## src/rtl/key_event_detector.sv

```systemverilog
// Keypad front end: synchronises and debounces N raw key lines, then turns the
// accepted vector into single-cycle press/release/multi-key events with auto-repeat.
module key_event_detector #(
  parameter int unsigned N_KEYS          = 8,
  parameter int unsigned DEBOUNCE_CYCLES = 20,
  parameter int unsigned REPEAT_DELAY    = 50_000_000,
  parameter int unsigned REPEAT_RATE     = 10_000_000,
  localparam int unsigned IDX_W          = (N_KEYS > 1) ? $clog2(N_KEYS) : 1
) (
  input  logic              clk,
  input  logic              rst,
  input  logic [N_KEYS-1:0] key,
  output logic              press_pulse,
  output logic              release_pulse,
  output logic [IDX_W-1:0]  key_idx,
  output logic              key_valid,
  output logic              multi_err
);

  localparam int unsigned CNT_W   = (DEBOUNCE_CYCLES > 1) ? $clog2(DEBOUNCE_CYCLES) : 1;
  localparam int unsigned RPT_MAX = (REPEAT_DELAY > REPEAT_RATE) ? REPEAT_DELAY : REPEAT_RATE;
  localparam int unsigned RPT_W   = (RPT_MAX > 0) ? $clog2(RPT_MAX + 1) : 1;

  localparam logic [CNT_W-1:0] CNT_TOP  = CNT_W'((DEBOUNCE_CYCLES > 0) ? DEBOUNCE_CYCLES - 1 : 0);
  localparam logic [RPT_W-1:0] DLY_TOP  = RPT_W'((REPEAT_DELAY > 0) ? REPEAT_DELAY - 1 : 0);
  localparam logic [RPT_W-1:0] RATE_TOP = RPT_W'((REPEAT_RATE > 0) ? REPEAT_RATE - 1 : 0);

  typedef enum logic [1:0] {
    S_IDLE,
    S_HELD,
    S_REPEAT,
    S_BLOCKED
  } state_e;

  logic [N_KEYS-1:0] sync1_q;
  logic [N_KEYS-1:0] sync2_q;
  logic [N_KEYS-1:0] cand_q;
  logic [N_KEYS-1:0] cand_d;
  logic [N_KEYS-1:0] stable_q;
  logic [N_KEYS-1:0] stable_d;
  logic [CNT_W-1:0]  cnt_q;
  logic [CNT_W-1:0]  cnt_d;

  state_e            state_q;
  logic [RPT_W-1:0]  rpt_q;
  logic [IDX_W-1:0]  key_idx_q;
  logic              press_q;
  logic              release_q;
  logic              valid_q;
  logic              multi_q;

  logic              is_zero;
  logic              is_onehot;
  logic              is_multi;
  logic [IDX_W-1:0]  enc_idx;
  logic [N_KEYS-1:0] held_mask;

  // Front end: two-flop synchroniser followed by whole-vector debounce
  always_ff @(posedge clk or negedge rst) begin
    if (!rst) begin
      sync1_q  <= '0;
      sync2_q  <= '0;
      cand_q   <= '0;
      stable_q <= '0;
      cnt_q    <= '0;
    end else begin
      sync1_q  <= key;
      sync2_q  <= sync1_q;
      cand_q   <= cand_d;
      stable_q <= stable_d;
      cnt_q    <= cnt_d;
    end
  end

  always_comb begin
    cand_d   = sync2_q;
    stable_d = stable_q;
    cnt_d    = cnt_q;
    if (sync2_q != cand_q) begin
      cnt_d = '0;
    end else if (cnt_q != CNT_TOP) begin
      cnt_d = cnt_q + CNT_W'(1);
    end
    if (cnt_q == CNT_TOP) begin
      stable_d = cand_q;
    end
  end

  // Classification of the accepted vector
  always_comb begin
    is_zero   = (stable_q == '0);
    is_onehot = !is_zero && ((stable_q & (stable_q - N_KEYS'(1))) == '0);
    is_multi  = !is_zero && !is_onehot;
    enc_idx   = '0;
    for (int unsigned i = 0; i < N_KEYS; i++) begin
      if (stable_q[i]) begin
        enc_idx = IDX_W'(i);
      end
    end
    held_mask = N_KEYS'(1) << key_idx_q;
  end

  always_ff @(posedge clk or negedge rst) begin
    if (!rst) begin
      state_q   <= S_IDLE;
      rpt_q     <= '0;
      key_idx_q <= '0;
      press_q   <= 1'b0;
      release_q <= 1'b0;
      valid_q   <= 1'b0;
      multi_q   <= 1'b0;
    end else begin
      press_q   <= 1'b0;
      release_q <= 1'b0;
      multi_q   <= 1'b0;
      case (state_q)
        S_IDLE: begin
          if (is_onehot) begin
            press_q   <= 1'b1;
            key_idx_q <= enc_idx;
            valid_q   <= 1'b1;
            rpt_q     <= '0;
            state_q   <= S_HELD;
          end else if (is_multi) begin
            multi_q <= 1'b1;
            rpt_q   <= '0;
            state_q <= S_BLOCKED;
          end
        end

        S_HELD, S_REPEAT: begin
          if (stable_q == held_mask) begin
            // Counter compares against top-1 so pulses land exactly DELAY/RATE cycles apart
            if (state_q == S_HELD) begin
              if (rpt_q == DLY_TOP) begin
                if (REPEAT_RATE != 0) begin
                  press_q <= 1'b1;
                  rpt_q   <= '0;
                  state_q <= S_REPEAT;
                end
              end else begin
                rpt_q <= rpt_q + RPT_W'(1);
              end
            end else begin
              if (rpt_q == RATE_TOP) begin
                press_q <= 1'b1;
                rpt_q   <= '0;
              end else begin
                rpt_q <= rpt_q + RPT_W'(1);
              end
            end
          end else begin
            release_q <= 1'b1;
            multi_q   <= is_multi;
            valid_q   <= 1'b0;
            rpt_q     <= '0;
            state_q   <= is_zero ? S_IDLE : S_BLOCKED;
          end
        end

        S_BLOCKED: begin
          if (is_zero) begin
            rpt_q   <= '0;
            state_q <= S_IDLE;
          end
        end

        default: begin
          valid_q <= 1'b0;
          rpt_q   <= '0;
          state_q <= S_IDLE;
        end
      endcase
    end
  end

  assign press_pulse   = press_q;
  assign release_pulse = release_q;
  assign key_idx       = key_idx_q;
  assign key_valid     = valid_q;
  assign multi_err     = multi_q;

endmodule

```

## config.mk

```make
export PLATFORM = sky130hd
export DESIGN_NAME = key_event_detector
export DESIGN_NICKNAME = d
export VERILOG_FILES = /design/src/rtl/key_event_detector.sv
export SDC_FILE = /design/constraint.sdc
export NUM_CORES = 1
export LEC_CHECK = 0
export CORE_UTILIZATION = 45
export CTS_CLUSTER_DIAMETER = 60
export DETAILED_ROUTE_END_ITERATION = 7
export HOLD_SLACK_MARGIN = 0.08
export PLACE_DENSITY = 0.67
export SLEW_MARGIN = 0
export SYNTH_ARGS = -nofsm -noshare
export SYNTH_HDL_FRONTEND = slang
export SYNTH_SLANG_ARGS = --single-unit
```

## constraint.sdc

```tcl
create_clock -name clk -period 2.7 [get_ports clk]
set_input_delay 0.54 -clock clk [delete_from_list [all_inputs] [get_ports clk]]
set_output_delay 0.54 -clock clk [all_outputs]
set_load 0.01 [all_outputs]
```

==> run summary <==
Via count = 2435
Mapped Area = 3480 sq um
Mapped Cells = 333
Initial core utilization = 0.472
Crit Path Category = flip-flop to flip-flop
Worst setup SP type = flip-flop
# diodes = 0
Status = completed
CTS Buffer Depth = 2
Post-synth EDFFs = 0
Minimum clock period = 2380 ps
Async SR Flop Fraction = 1.00
R2R Path End = state_q[0]
Nets = 364
DRC viols = 0
Yosys reg bits = 72
Fin. Hold Viols = 0
Max stage delay on crit path = 580 ps
Via density = 5.38
Skew-Pair Late Insertion Delay = 340 ps
First-pass iteration count of the detailed router = 4
First-pass GRT wire length = 11200 microns
Detailed Place HPWL = 4220 microns
Total global routing overflow = 0
Die area = 8090 sq um
Setup bufs post-CTS = 0
Vias in the first global route = 2296
Seq/Total Area, Yosys = 0.518
Initial antenna violation count = 0
Synth top cells by count = dfrtp_1 (72), nor2_1 (39), nand2_1 (24)
Slew HR = 0.664
RSZ-0062 raised after global routing = no
Power Dens Cells = 500 nW/um^2
Final worst path period share = 0.883
Final Slew Violations = 0
Resized cells post-CTS = 0
Largest net degree at the start of global routing = 73
Area growth from synthesis to layout = 11.8%
Clock Tree Root = clkbuf_8
P_leak = 1.62 nW
Max frequency = 419 MHz
# hold bufs at CTS = 0
Post-Route Skew = 8.82 ps
Clock-pin slew on the worst setup and hold paths = 80 ps
R2R setup slack = 320 ps
R2r worst-path depth = 6
Final ANT Viol Nets = 0
Final wirelength = 6310 microns
Design Power = 0.00195 W
Most numerous cell in the Yosys netlist = dfrtp_1
Crit path max fanout = 14
Ports = 17
Share of post-route cells with drive strength above 1 = 0.116
CTS tree = yes
Max-Cap Viols = 0
Synth area leader = dfrtp_1
Die height = 89.9 microns
Synth area leaders = dfrtp_1 (52%), nor2_1 (4.2%), xor2_1 (3.8%)
Critical path origin = key_idx[2]
Share of the synthesized area in the top cell type = 0.518
Sum of negative setup slack = 0 ps
Synth warn = 0
Clk sinks = 72
Worst-Margin Slew = 505 ps
FP Rows = 31
Reg2reg start = key_idx[2]
Synth Net Count = 348
Required time worst endpoint = 2930 ps
Placer Congestion = 0.830
Critical-path cell list = nor3_1 > or4_1 > a32oi_2 > and3_1 > a21oi_2 > mux2_1
Worst vdd ir = 0.000293 V
Most used DFF post-synth = dfrtp_1
GR Util All Layers = 0.174
Max H-tree Level = 3
Final setup viols = 0
Fill cell count = 680
Core area = 7370 sq um
PortBufs = 16
Die W = 89.9 microns
Max stage delay cell, worst path = dfrtp_1
DRT iter0 DRCs = 149
Worst setup path end = state_q[0]
FF+latch area = 1800 sq um
Distinct cells, synth = 57
Wire length per cell = 13.9 microns
Multi-input gate area = 1540 sq um
Synthesized area per cell = 10.4 sq um
Num CTS Buffers = 9
CP Data Arrival Time = 2620 ps
CP endpoint kind = flip-flop
HP Class = primary input to async pin
[registers in the layout (all words and copies together), names as in the netlist]
register       count
press_pulse        1
cand_q             8
stable_q           8
cnt_q              5
key_valid          1
key_idx            3
cand_d             8
release_pulse      1
rpt_q             26
multi_err          1
sync1_q            8
state_q            2
[metrics by stage]
| stage | utilization | instances | setup slack, ps | hold WS [ps] | cell area (sq um) |
|---|---|---|---|---|---|
| 6_report | 0.528 | 453 | 315 | 193 | 3890 |
| 5_1_grt | 0.528 | 453 | 119 | 229 | 3890 |
| 4_1_cts | 0.528 | 453 | 302 | 211 | 3890 |
| 3_5_place_dp | 0.503 | 437 | 319 | 335 | 3700 |
| 3_3_place_gp | 0.503 | 437 | 379 | 334 | 3700 |
| 2_1_floorplan | - | 333 | 666 | 244 | 3480 |
[cell usage in the layout, fill, tap and decap left out, drive strengths merged, types with 11 or more instances in the layout]
master / n
a21oi: 13
clkdlybuf4s50: 15
dfrtp: 72
inv: 20
nand2: 25
nand3: 16
nor2: 39
o21ai: 11
xnor2: 14
xor2: 15
[critical path: cells and delay by family, from the launching register on]
| family | cells | cell delay (ps) |
|---|---|---|
| flops | 1 | 580 |
| mux | 1 | 320 |
| compound gates | 2 | 350 |
| simple gates | 3 | 1020 |
[metal layers]
layer	part of all wire	GRT usage	wire length (microns)
met1	0.49	0.247	3080
met2	0.46	0.265	2910
met3	0.038	0.0279	243
met4	0.013	0.0766	79
met5	0	0	0
[power by group]
part           switching [W]  leakage (nW)  internal (W)
logic              0.0000264         0.582     0.0000191
clock network       0.000443        0.0892      0.000352
registers         0.00000983         0.951       0.00110
[layout make-up]
type                            instances  area share
Tap cell                               99      0.0318
Inverter                               15      0.0145
Clock buffer                            9      0.0318
Sequential cell                        72       0.463
Timing Repair Buffer                   18      0.0470
Clock inverter                          7      0.0158
Multi-Input combinational cell        233       0.396
[worst min-delay path by stage]
stage | slack, ps | depth (start not counted) | from | to
finish | 190 | 2 | rst | rpt_q[4]
global route | 230 | 2 | rst | rpt_q[5]
CTS | 210 | 2 | rst | rpt_q[4]
detailed placement | 330 | 0 | sync1_q[0] | cand_d[0]
global placement | 330 | 0 | sync1_q[1] | cand_d[1]
floorplan | 240 | 0 | rst | cand_d[0]
[cell families after synthesis]
group,after synthesis,share of synthesized area
AND/OR/NAND/NOR,138,0.214
flip-flops,72,0.518
AO/OA/AOI/OAI,50,0.103
XOR/XNOR,29,0.0730
buffers and inverters,28,0.0396
multiplexers,11,0.0349
adder cells (fa/ha/maj),5,0.0180
No activity file was read; power rests on OpenSTA's default activity.
